`src/rtl/iccm_ecc_pkg.sv`:
```
// rtl/iccm_ecc_pkg.sv - shared SECDED(39,32) types, widths and check-bit generator for ICCM ECC.
package iccm_ecc_pkg;

   localparam int HALF_W = 39;
   localparam int DATA_W = 32;
   localparam int CHK_W  = 7;
   localparam int WORD_W = 2 * HALF_W;

   typedef enum logic [1:0] {
      IDLE  = 2'd0,
      PEND  = 2'd1,
      WRITE = 2'd2
   } corr_state_e;

   // Hamming position of data bit idx: non-power-of-two slots 3..38.
   function automatic logic [CHK_W-2:0] data_pos(input int idx);
      int k;
      data_pos = '0;
      k = 0;
      for (int pos = 3; pos < HALF_W; pos++) begin
         if ((pos & (pos - 1)) != 0) begin
            if (k == idx) data_pos = 6'(pos);
            k++;
         end
      end
   endfunction

   function automatic logic [CHK_W-2:0] ham_gen(input logic [DATA_W-1:0] d);
      ham_gen = '0;
      for (int i = 0; i < DATA_W; i++) begin
         if (d[i]) ham_gen = ham_gen ^ data_pos(i);
      end
   endfunction

   // ecc[6] makes the whole 39-bit half even parity.
   function automatic logic [CHK_W-1:0] ecc_gen(input logic [DATA_W-1:0] d);
      logic [CHK_W-2:0] h;
      h = ham_gen(d);
      ecc_gen = {^{h, d}, h};
   endfunction

endpackage

```
`src/rtl/iccm_ecc_dec.sv`:
```
// rtl/iccm_ecc_dec.sv - SECDED(39,32) decode and correct of one {ecc[6:0], data[31:0]} half.
module iccm_ecc_dec
   import iccm_ecc_pkg::*;
(
   input  logic [HALF_W-1:0] din,
   output logic [DATA_W-1:0] data_corr,
   output logic              sb,
   output logic              db
);

   logic [DATA_W-1:0] data;
   logic [CHK_W-2:0]  syn_ham;
   logic              parity;

   assign data    = din[DATA_W-1:0];
   assign syn_ham = ham_gen(data) ^ din[HALF_W-2:DATA_W];
   assign parity  = ^din;

   // Syndrome is {parity, syn_ham}; a lone ecc[6] flip is still a single-bit error.
   assign sb = parity;
   assign db = (|syn_ham) & ~parity;

   always_comb begin
      data_corr = data;
      for (int i = 0; i < DATA_W; i++) begin
         data_corr[i] = data[i] ^ (parity && (syn_ham == data_pos(i)));
      end
   end

endmodule

```
`src/rtl/iccm_ecc_corr_ctl.sv`:
```
// rtl/iccm_ecc_corr_ctl.sv - ICCM read ECC detection and single-bit correction write-back.
// Write-back FSM is built only with ICCM_ECC_CORR_WRITEBACK_EN defined; otherwise detection pulses only.
module iccm_ecc_corr_ctl
   import iccm_ecc_pkg::*;
#(
   parameter int ICCM_BITS     = 16,
   parameter int CORR_WAIT_MAX = 7
)
(
   input  logic                 clk,
   input  logic                 rst_l,
   input  logic                 iccm_rd_valid,
   input  logic [ICCM_BITS-1:1] iccm_rd_addr,
   input  logic [WORD_W-1:0]    iccm_rd_data_ecc,
   input  logic                 dec_tlu_core_ecc_disable,
   input  logic                 dma_iccm_req,
   output logic                 iccm_wren,
   output logic [ICCM_BITS-1:1] iccm_rw_addr,
   output logic [2:0]           iccm_wr_size,
   output logic [WORD_W-1:0]    iccm_wr_data,
   output logic                 iccm_buf_correct_ecc,
   output logic                 iccm_correction_state,
   output logic                 iccm_sb_err,
   output logic                 iccm_db_err,
   output logic [7:0]           corr_count
);

   logic [DATA_W-1:0] corr_lo, corr_hi;
   logic              sb_lo, sb_hi, db_lo, db_hi;
   logic              chk_en, any_db, new_sb;

   iccm_ecc_dec u_dec_lo (
      .din       (iccm_rd_data_ecc[HALF_W-1:0]),
      .data_corr (corr_lo),
      .sb        (sb_lo),
      .db        (db_lo)
   );

   iccm_ecc_dec u_dec_hi (
      .din       (iccm_rd_data_ecc[WORD_W-1:HALF_W]),
      .data_corr (corr_hi),
      .sb        (sb_hi),
      .db        (db_hi)
   );

   assign chk_en = iccm_rd_valid & ~dec_tlu_core_ecc_disable;
   assign any_db = db_lo | db_hi;
   assign new_sb = chk_en & (sb_lo | sb_hi) & ~any_db;

   assign iccm_wr_size = 3'b011;

   always_ff @(posedge clk or negedge rst_l) begin
      if (!rst_l) begin
         iccm_sb_err <= 1'b0;
         iccm_db_err <= 1'b0;
      end else begin
         iccm_sb_err <= new_sb;
         iccm_db_err <= chk_en & any_db;
      end
   end

`ifdef ICCM_ECC_CORR_WRITEBACK_EN
   corr_state_e       state, state_nxt;
   logic [7:0]        wait_cnt, wait_cnt_nxt;
   logic              cap_en;
   logic [WORD_W-1:0] wr_data_nxt;

   assign wr_data_nxt = {ecc_gen(corr_hi), corr_hi, ecc_gen(corr_lo), corr_lo};

   always_comb begin
      state_nxt    = state;
      wait_cnt_nxt = wait_cnt;
      cap_en       = 1'b0;
      unique case (state)
         IDLE: begin
            if (new_sb) begin
               state_nxt    = PEND;
               wait_cnt_nxt = '0;
               cap_en       = 1'b1;
            end
         end
         PEND: begin
            // DMA keeps priority until the wait budget runs out.
            if (!dma_iccm_req || (wait_cnt == 8'(CORR_WAIT_MAX))) state_nxt = WRITE;
            else wait_cnt_nxt = wait_cnt + 8'd1;
         end
         WRITE:   state_nxt = IDLE;
         default: state_nxt = IDLE;
      endcase
   end

   always_ff @(posedge clk or negedge rst_l) begin
      if (!rst_l) begin
         state        <= IDLE;
         wait_cnt     <= '0;
         iccm_rw_addr <= '0;
         iccm_wr_data <= '0;
         corr_count   <= '0;
      end else begin
         state    <= state_nxt;
         wait_cnt <= wait_cnt_nxt;
         if (cap_en) begin
            iccm_rw_addr <= iccm_rd_addr;
            iccm_wr_data <= wr_data_nxt;
         end
         if ((state == WRITE) && (corr_count != 8'hff)) corr_count <= corr_count + 8'd1;
      end
   end

   assign iccm_wren             = (state == WRITE);
   assign iccm_buf_correct_ecc  = (state == WRITE);
   assign iccm_correction_state = (state != IDLE);
`else
   logic unused_wb_inputs;
   assign unused_wb_inputs = ^{iccm_rd_addr, dma_iccm_req, corr_lo, corr_hi};

   assign iccm_wren             = 1'b0;
   assign iccm_buf_correct_ecc  = 1'b0;
   assign iccm_correction_state = 1'b0;
   assign iccm_rw_addr          = '0;
   assign iccm_wr_data          = '0;
   assign corr_count            = '0;
`endif

endmodule

```
`config.mk`:
```
export PLATFORM = sky130hd
export DESIGN_NAME = iccm_ecc_corr_ctl
export DESIGN_NICKNAME = d
export VERILOG_FILES = /design/src/rtl/iccm_ecc_pkg.sv /design/src/rtl/iccm_ecc_dec.sv /design/src/rtl/iccm_ecc_corr_ctl.sv
export SDC_FILE = /design/constraint.sdc
export NUM_CORES = 1
export LEC_CHECK = 0
export CORE_ASPECT_RATIO = 0.8
export CORE_UTILIZATION = 30
export DETAILED_ROUTE_END_ITERATION = 10
export GPL_TIMING_DRIVEN = 0
export PLACE_DENSITY = 0.77
export SYNTH_ARGS = -nofsm -noshare
export SYNTH_HDL_FRONTEND = slang
export SYNTH_SLANG_ARGS = --single-unit
```
`constraint.sdc`:
```
create_clock -name clk -period 1.1 [get_ports clk]
set_input_delay 0.11 -clock clk [delete_from_list [all_inputs] [get_ports clk]]
set_output_delay 0.11 -clock clk [all_outputs]
set_load 0.1 [all_outputs]
```
==> impl_metrics.env <==
export IMPL_synth_top_cell_area_share_pct=34.2
export IMPL_cts_tree="built"
export IMPL_setup_worst_path_start="iccm_rd_data_ecc[17]"
export IMPL_core_rowCount=28
export IMPL_path_buf_inv=1
export IMPL_wl_um=6130
export IMPL_fmax_ghz=0.513
export IMPL_grt_pass1_vias=1882
export IMPL_grt_pass1_wl_um=8730
export IMPL_rsz0062_at_grt="yes"
export IMPL_cp_endpoint="iccm_db_err$_DFF_PN0_"
export IMPL_path_depth=8
export IMPL_fin_tns_setup_ns=-1.60
export IMPL_syn_area_um2=2350
export IMPL_gp_congestion=0.816
export IMPL_critPathKind="primary input to register"
export IMPL_end_kind="register"
export IMPL_worst_slack_ns=-0.851
export IMPL_hpwl_um=5000
export IMPL_routedWlPerCell_um=10.6
export IMPL_clockBufferDepth=2
export IMPL_hp_class="primary input to asynchronous set/reset pin"
export IMPL_seqCellArea_um2=50.0
export IMPL_syn_inst=252
export IMPL_crit_chain="dlygate4sd2_1 > xnor2_2 > xnor2_2 > xnor3_1 > or2_4 > mux2i_2 > a31oi_1 > o211a_1"
export IMPL_die_area_um2=8190
export IMPL_nets=572
export IMPL_h_tree_depth=1
export IMPL_drtIter0Drc=39
export IMPL_numCtsBuffers=3
export IMPL_leakage_nw=2.40
export IMPL_grt_total_usage_pct=14.3
export IMPL_cp_start_kind="primary input"
export IMPL_place_ws_ns=-1.47
export IMPL_place_area_um2=3760
export IMPL_period_needed_ns=1.95
export IMPL_cp_slowest_cell="xnor3_1"
export IMPL_cts_root_buf="clkbuf_8"
export IMPL_clock_sinks=2
export IMPL_n_antenna_cell=0
export IMPL_grt_max_degree=4
export IMPL_violations="negative setup slack"
export IMPL_cpMostUsedCell="xnor2_2"
export IMPL_finalHoldViolCount=0
export IMPL_initial_core_util_pct=31.3
export IMPL_seq_area_frac_synth_pct=2.13
export IMPL_die_x_um=101
export IMPL_die_h_um=81.1
export IMPL_viasPerCell=3.35
export IMPL_vias=1933
export IMPL_drv_cap=0
export IMPL_p_per_area_nw_per_um2=1370
export IMPL_drive_gt1_share_pct=47.2
export IMPL_drc=0
export IMPL_antenna_found_initial=0
export IMPL_cp_required_ns=1.19
export IMPL_synth_cell_types=23
export IMPL_ys_ff_latch=2
export IMPL_syn_area_per_cell_um2=9.32
export IMPL_cpLargestDelayFamily="XOR/XNOR gates"
export IMPL_syn2layout_area_growth_pct=80.6
export IMPL_max_stage_delay_ns=0.47
export IMPL_cp_data_arrival_time_ns=2.04
export IMPL_firstDrtPassIters=4
export IMPL_fillers=656
export IMPL_cts_hold_buffers=0
export IMPL_final_area_um2=4240
export IMPL_ant_nets=0
export IMPL_yosys_top_cells_area="buf_4, xnor2_1, xnor3_1"
export IMPL_status="finished, violations left"
export IMPL_slew_viol_final=0
export IMPL_utilization_pct=56.6
export IMPL_path_max_fanout=2
export IMPL_ys_warn_count=0
export IMPL_setup_viol=2
export IMPL_clkSlewWorstSetupHoldPaths_ns=0.03
export IMPL_portBuffers=83
export IMPL_core_area_um2=7500
export IMPL_multi_input_area_um2=2260
export IMPL_overflow=0
export IMPL_ioPinCount=207
export IMPL_irDropWorstVdd_uv=595
export IMPL_period_share_pct=177
export IMPL_synth_top_area_cell="buf_4"
## worst min-delay path by stage
stage / start / slack [ns] / to
floorplan: rst_l / -0.19 / iccm_db_err$_DFF_PN0_
global placement: rst_l / 0.28 / iccm_db_err$_DFF_PN0_
detailed placement: rst_l / 0.28 / iccm_sb_err$_DFF_PN0_
CTS: rst_l / 0.05 / iccm_sb_err$_DFF_PN0_
global route: rst_l / 0.07 / iccm_sb_err$_DFF_PN0_
finish: rst_l / 0.06 / iccm_sb_err$_DFF_PN0_
## Yosys cell counts
master and count:
nand2_1 3, nand3_1 2, o211a_1 1, a31oi_1 1, o21ai_0 2, xnor3_1 15, conb_1 2, nor4b_2 1
dfrtp_1 2, o21ai_1 1, xor2_2 1, xor3_1 1, nand4_1 1, xor2_1 21, nor2_1 1, inv_1 1
xnor3_2 4, mux2i_1 1, or2_2 3, xnor2_1 78, buf_4 107, a21oi_1 1, xnor2_2 2
## power by group
part,leakage [nW],internal [mW],switching (mW)
clock network,0.0216,0.232,0.0623
logic,2.35,2.26,3.13
registers,0.0269,0.104,0.00554
total,2.40,2.60,3.20
## area by class of cell
type                       instances  share of cell area (%)
sequential                         2                    1.18
buffer                           107                    18.9
timing repair buffer             112                    22.4
multi-input combinational        247                    53.3
inverter                           1                  0.0885
clock buffer                       3                   0.973
tap                              105                    3.10
## kinds of logic after synthesis
family	after synthesis	synth area share (%)
flip-flops	2	2.13
buffers and inverters	108	34.4
XOR/XNOR	122	58.4
AO/OA/AOI/OAI	6	1.54
other	2	0.320
multiplexers	1	0.426
AND/OR/NAND/NOR	11	2.77
## registers in the layout (all words and copies together), names as in the netlist
name         flops
iccm_db_err      1
iccm_sb_err      1
## layout by cell type, fill, tap and decap left out, drive strengths merged
master / n
buf: 153
conb: 107
xnor2: 80
dlygate4sd2: 32
xor2: 22
xnor3: 19
clkdlybuf4s50: 17
clkdlybuf4s15: 9
clkbuf: 7
dlymetal6s2s: 4
or2: 3
nand2: 3
o21ai: 3
nand3: 2
dfrtp: 2
xor3: 1
nor4b: 1
nor2: 1
mux2i: 1
nand4: 1
inv: 1
a21oi: 1
a31oi: 1
o211a: 1
## metal layers
metal / track usage (%) / wire length (µm)
met1: 14.9 / 2180
met2: 29.0 / 3500
met3: 1.98 / 337
met4: 5.51 / 106
met5: 0 / 0
## repair_timing
action	CTS	global route
setup buffers	25	4
endpoints found under the setup margin	4	2
gates resized for setup	175	20
pin swaps	70	24
## metrics by stage
stage / instances / hold WS, ns / total power, mW
global placement: 545 / 0.278 / 4.77
finish: 577 / 0.0609 / 5.79
global route: 577 / 0.0707 / 6.07
detailed placement: 545 / 0.281 / 4.82
floorplan: 357 / -0.186 / 4.15
CTS: 573 / 0.0535 / 5.66
Power figures use the tool's default switching activity.
